**src/rtl/dpram_fifo_ctrl.sv**
```systemverilog
// Purpose: synchronous FIFO controller driving an external dual-port RAM (A = write, B = read) with a 2-entry prefetch.
// Latency: push into an empty FIFO is visible on rd_valid three cycles later; sustains one push and one pop per cycle.
// Backpressure: wr_ready drops when the RAM holds DEPTH words; the read side is held by rd_ready with rd_data stable.
module dpram_fifo_ctrl #(
    parameter int DEPTH = 8,
    parameter int WIDTH = 8
) (
    input  logic                         clk,
    input  logic                         rst_n,
    input  logic                         clr,
    input  logic                         wr_valid,
    output logic                         wr_ready,
    input  logic [WIDTH-1:0]             wr_data,
    output logic                         rd_valid,
    input  logic                         rd_ready,
    output logic [WIDTH-1:0]             rd_data,
    output logic [$clog2(DEPTH+3)-1:0]   level,
    output logic                         ram_we_a,
    output logic [$clog2(DEPTH)-1:0]     ram_addr_a,
    output logic [WIDTH-1:0]             ram_din_a,
    output logic                         ram_we_b,
    output logic [$clog2(DEPTH)-1:0]     ram_addr_b,
    output logic [WIDTH-1:0]             ram_din_b,
    input  logic [WIDTH-1:0]             ram_dout_b
);

    localparam int AW = $clog2(DEPTH);
    localparam int CW = $clog2(DEPTH + 1);
    localparam int LW = $clog2(DEPTH + 3);

    logic [AW-1:0]    wptr_q, wptr_d;
    logic [AW-1:0]    rptr_q, rptr_d;
    logic [CW-1:0]    ram_count_q, ram_count_d;
    logic             inflight_q, inflight_d;
    logic [WIDTH-1:0] pf_q [2];
    logic [WIDTH-1:0] pf_d [2];
    logic [1:0]       pf_count_q, pf_count_d;
    logic [LW-1:0]    level_q, level_d;

    logic       push;
    logic       pop;
    logic       issue;
    logic       capture;
    logic [1:0] pf_after_pop;

    // wr_ready looks only at the registered RAM count, so a full RAM can never be
    // written while the same address is being read back.
    assign wr_ready = (ram_count_q < CW'(DEPTH));
    assign rd_valid = (pf_count_q != 2'd0);
    assign rd_data  = pf_q[0];
    assign level    = level_q;

    assign push = wr_valid & wr_ready & ~clr;
    assign pop  = rd_valid & rd_ready & ~clr;

    // Credit rule: prefetch slots occupied after this cycle's pop, plus any read
    // already returning, must leave room for the word this issue will bring back.
    assign issue = (ram_count_q != '0) & ~clr &
                   (({1'b0, pf_count_q} + {2'b00, inflight_q} - {2'b00, pop}) < 3'd2);

    assign ram_we_a   = push & rst_n;
    assign ram_addr_a = wptr_q;
    assign ram_din_a  = wr_data;
    assign ram_we_b   = 1'b0;
    assign ram_addr_b = rptr_q;
    assign ram_din_b  = '0;

    // Next-state: pointers, RAM occupancy, read-return tracking, prefetch shift/capture, level.
    always_comb begin
        wptr_d       = wptr_q + AW'(push);
        rptr_d       = rptr_q + AW'(issue);
        ram_count_d  = ram_count_q + CW'(push) - CW'(issue);
        inflight_d   = issue;
        level_d      = level_q + LW'(push) - LW'(pop);
        pf_d[0]      = pf_q[0];
        pf_d[1]      = pf_q[1];
        pf_after_pop = pf_count_q - {1'b0, pop};
        capture      = inflight_q & ~clr & (pf_after_pop != 2'd2);

        if (pop) begin
            pf_d[0] = pf_q[1];
        end
        // The returning word lands behind whatever survives the pop.
        if (capture) begin
            pf_d[pf_after_pop[0]] = ram_dout_b;
        end
        pf_count_d = pf_after_pop + {1'b0, capture};

        // Flush wins over everything; a read in flight is simply forgotten.
        if (clr) begin
            wptr_d      = '0;
            rptr_d      = '0;
            ram_count_d = '0;
            inflight_d  = 1'b0;
            pf_count_d  = 2'd0;
            level_d     = '0;
        end
    end

    // State registers with asynchronous clear.
    always_ff @(posedge clk or negedge rst_n) begin
        if (!rst_n) begin
            wptr_q      <= '0;
            rptr_q      <= '0;
            ram_count_q <= '0;
            inflight_q  <= 1'b0;
            pf_q[0]     <= '0;
            pf_q[1]     <= '0;
            pf_count_q  <= 2'd0;
            level_q     <= '0;
        end else begin
            wptr_q      <= wptr_d;
            rptr_q      <= rptr_d;
            ram_count_q <= ram_count_d;
            inflight_q  <= inflight_d;
            pf_q[0]     <= pf_d[0];
            pf_q[1]     <= pf_d[1];
            pf_count_q  <= pf_count_d;
            level_q     <= level_d;
        end
    end

endmodule

```
**config.mk**
```make
export PLATFORM = sky130hd
export DESIGN_NAME = dpram_fifo_ctrl
export DESIGN_NICKNAME = d
export VERILOG_FILES = /design/src/rtl/dpram_fifo_ctrl.sv
export SDC_FILE = /design/constraint.sdc
export NUM_CORES = 1
export LEC_CHECK = 0
export ABC_AREA = 1
export BUFFER_PORTS_ARGS = -buffer_cell sky130_fd_sc_hd__buf_4
export CORE_MARGIN = 2
export CORE_UTILIZATION = 50
export CTS_CLUSTER_DIAMETER = 200
export DETAILED_ROUTE_END_ITERATION = 10
export PLACE_DENSITY = 0.9
export SETUP_SLACK_MARGIN = 0.5
export SYNTH_ARGS = -nofsm -noshare
export SYNTH_HDL_FRONTEND = slang
export SYNTH_SLANG_ARGS = --single-unit
```
**constraint.sdc**
```tcl
create_clock -name clk -period 5.81 [get_ports clk]
set_input_delay 0.8715 -clock clk [delete_from_list [all_inputs] [get_ports clk]]
set_output_delay 0.8715 -clock clk [all_outputs]
set_load 0.01 [all_outputs]
```
==> metrics list <==
* Accumulated negative setup slack: 0 ns
- Traced cell by cell, the critical path runs through buf_4 > inv_4 > nand2_2 > nand2_1 > nand2_1 > nand2_1 > fa_1 > o21ai_1 > nor2_1 > ha_1 > inv_1 > ha_1 > fa_1 > xnor2_1 > nor2_1.
* H-tree depth: 2
- Crit Path Class: input pin to register
* Average wire per standard cell: 12.2 um
* Number of vias after detailed routing: 1413
* Clk pin slew, worst setup/hold paths: 0.07 ns
- For this block, the routed nets add up to 3.58 mm of wire.
* Fin. max-slew vios: 0
- Leakage dissipation: 1.22 nW
- Sequential share of power: 35.2%
* Share of cells above drive strength 1: 27.2%
* Maximum buffer depth of the clock tree: 2
- Overall fraction of global-route tracks in use: 18.5%
- Sequential area share after synthesis: 41.5%
- Sinks on Clock Net: 33
* Average cell area after synthesis: 8.81 um^2
* Tcrit/Tclk final: 56.2%
* Number of gates on the worst path with buffers counted: 15
- Post-CTS Resized: 0
- Counting the fill cells in the layout gives 318.
- The Yosys step of the flow raised 0 warnings.
- Number of buffers inserted during clock tree synthesis: 5
- PD cells: 465 mW/mm^2
* Number of nets in the final layout: 283
- Final core occ: 59.5%
- Standard cell core area: 0.00374 mm^2
- The area growth from synthesis to layout is 11.9%.
- Type of the worst min-delay path: input pin to asynchronous set/reset pin
- The number of buffers and inverters on the critical path is 3.
- Placer Congestion: 0.872
* Switching Power: 384 uW
* Half-perimeter wire length after detailed placement: 2.58 mm
- I/O Pins: 59
- Gate power share: 43.1%
* Register bit total from synthesis: 33
- The slowest stage of the critical path is the fa_1 cell.
- The number of antenna violations at the first check in global routing is 0.
- Maximum number of pins on one net before global-route repair: 35
- Antenna viol nets, final: 0
- Setup repair after global routing missed its margin: false
- CP Launch Point: clr
* Netlist cell types: 29
- Summing internal, switching and leakage power gives 1.04 mW.
- The number of setup buffers added after CTS is 0.
- Setup violations remaining at the end of the flow were counted as 0.
* GRT Residual Overflow: 0
- The library cell used most frequently in the layout, excluding fill and tap cells, is nand2_1.
- For this run, the slowest stage of the critical path takes 0.40 ns.
- For this run, the top clock speed supported by timing is 306 MHz.
* Cells after Synth: 226
- The worst register-to-register path ends at ram_count_q[2]$_DFF_PN0_.
- Post-Syn Area: 0.00199 mm^2
- The most critical setup path has its endpoint at ram_count_q[2]$_DFF_PN0_.
- Most frequent cells in the layout: nand2_1, dfrtp_1, buf_4
- Root buffer cell: clkbuf_8
- Share of total power in the clock network: 21.7%
- The initial utilization of the core area, before any placement, comes to 53.2%.
- The final count of hold timing violations is 0.
- R2R Path Start: pf_count_q[0]$_DFF_PN0_
* Die height: 67.1 um
- The number of antenna diodes in the final layout is 0.
- At the pin with the least slew margin, the transition time is 0.595 ns.
- Slew margin rel.: 60.3%
* First-pass GRT wire length: 6.15 mm
- The floorplan has 22 rows.
* Critical Path End Type: register
* Number of global-route vias before repair: 1429
- After clock tree synthesis, the flow added hold-fix buffers numbering 0.
- The worst register-to-register path has a depth of 13.
- Highest fanout seen on the critical path: 16
* Critical path startpoint category: input pin
- Mean number of vias per cell: 4.81
- The run finished with clean final reports.
* Total of max-cap violations: 0
- Full die area: 0.00450 mm^2
- The die is 67.1 um wide.
- The internal portion of the total power is 652 uW.
* Switching share of power: 37.0%
* Iteration-0 DRC count of the detailed router: 82
- IR Drop Worst-Case VDD: 0.202 mV
- On the critical path the largest part of the delay comes from adder cells.
- WP data arrival: 3.43 ns
- During placement, the flow inserted port buffers numbering 33.
- The clock reaches the later pin of the worst-skew pair after 0.29 ns.
- By instance count, the cell type seen most on the critical path is nand2_1.
- After detailed routing, the number of remaining DRC violations is 0.
- TritonCTS built the clock tree.
* Reg2Reg Setup Slack: 2.89 ns
- Worst EP required: 5.98 ns
- For the final database, setup skew stands at 0.00669 ns.
- Subtracting the final worst setup slack from the clock period gives 3.27 ns.
- First-pass detailed-route iteration total: 4
-- cells in the mapped netlist --
master	number	area [um^2]
a211oi_2	1	12.5
a21oi_1	5	25.0
a31oi_1	1	6.26
buf_4	25	188
buf_6	2	22.5
clkbuf_1	2	7.51
conb_1	1	3.75
dfrtp_1	33	826
fa_1	3	60.1
ha_1	14	175
inv_1	25	93.8
inv_2	10	37.5
inv_4	1	6.26
nand2_1	49	184
nand2_2	2	12.5
nand2_4	2	22.5
nand3_1	4	20.0
nand3_2	1	10.0
nand4_1	1	6.26
nand4_2	1	12.5
nor2_1	18	67.6
nor2_8	1	20.0
nor3_1	1	5.00
o211ai_1	1	7.51
o21ai_0	1	5.00
o21ai_1	8	40.0
o21ai_2	8	70.1
xnor2_1	4	35.0
xor2_1	1	8.76
-- layer usage --
metal,vias up,global-route usage [%],wire [um]
met3,10,5.07,166
met5,-,0,0
met1,668,22.2,1570
met4,0,9.44,79
met2,35,30.2,1770
li1,700,-,-
-- power by group through the flow --
stage | clock [mW] | sequential (mW) | combinational (mW)
floorplan | 0 | 0.365 | 0.347
global placement | 0 | 0.365 | 0.424
detailed placement | 0 | 0.367 | 0.445
CTS | 0.228 | 0.364 | 0.454
global route | 0.242 | 0.374 | 0.509
finish | 0.224 | 0.365 | 0.447
-- worst reg2reg max path: cells and delay by family, from the launching register on --
family / cells / cell delay [ns]
AO/OA/AOI/OAI: 1 / 0.19
buffers and inverters: 2 / 0.19
AND/OR/NAND/NOR: 5 / 0.52
XOR/XNOR: 1 / 0.19
adder cells (fa/ha/maj): 4 / 1.28
flip-flops: 1 / 0.43
-- final cells by class --
type | instances | area, um^2 | share of cell area, %
Multi-Input combinational cell | 136 | 840 | 37.7
Sequential cell | 33 | 826 | 37.1
Timing Repair Buffer | 33 | 248 | 11.1
Inverter | 36 | 138 | 6.18
Clock buffer | 7 | 86.3 | 3.88
Tap cell | 48 | 60.1 | 2.70
Clock inverter | 1 | 30.0 | 1.35
-- worst min path at each step --
stage,startpoint,to,cells after the start
2_1_floorplan,register,register,2
3_3_place_gp,register,register,2
3_5_place_dp,register,register,2
4_1_cts,register,register,2
5_1_grt,rst_n,level[0]$_DFF_PN0_,1
6_report,rst_n,level[3]$_DFF_PN0_,1
-- per-stage QoR --
step                setup WS [ns]  instances  hold WS, ns  cell area [um^2]
global placement             2.45        286        0.498              2110
detailed placement           2.30        286        0.505              2110
floorplan                    2.62        234        0.486              2020
finish                       2.54        294        0.516              2230
CTS                          2.54        294        0.520              2230
global route                 2.40        294        0.541              2230
-- logic make-up after synthesis --
family          count (synthesis)  share of synthesized area (%)
simple gates                   80                           18.1
compound gates                 25                           8.36
buf+inv                        65                           17.9
fa+ha+maj                      17                           11.8
xor+xnor                        5                           2.20
flops                          33                           41.5
other cells                     1                          0.188
(Power assumes the default switching activity.)
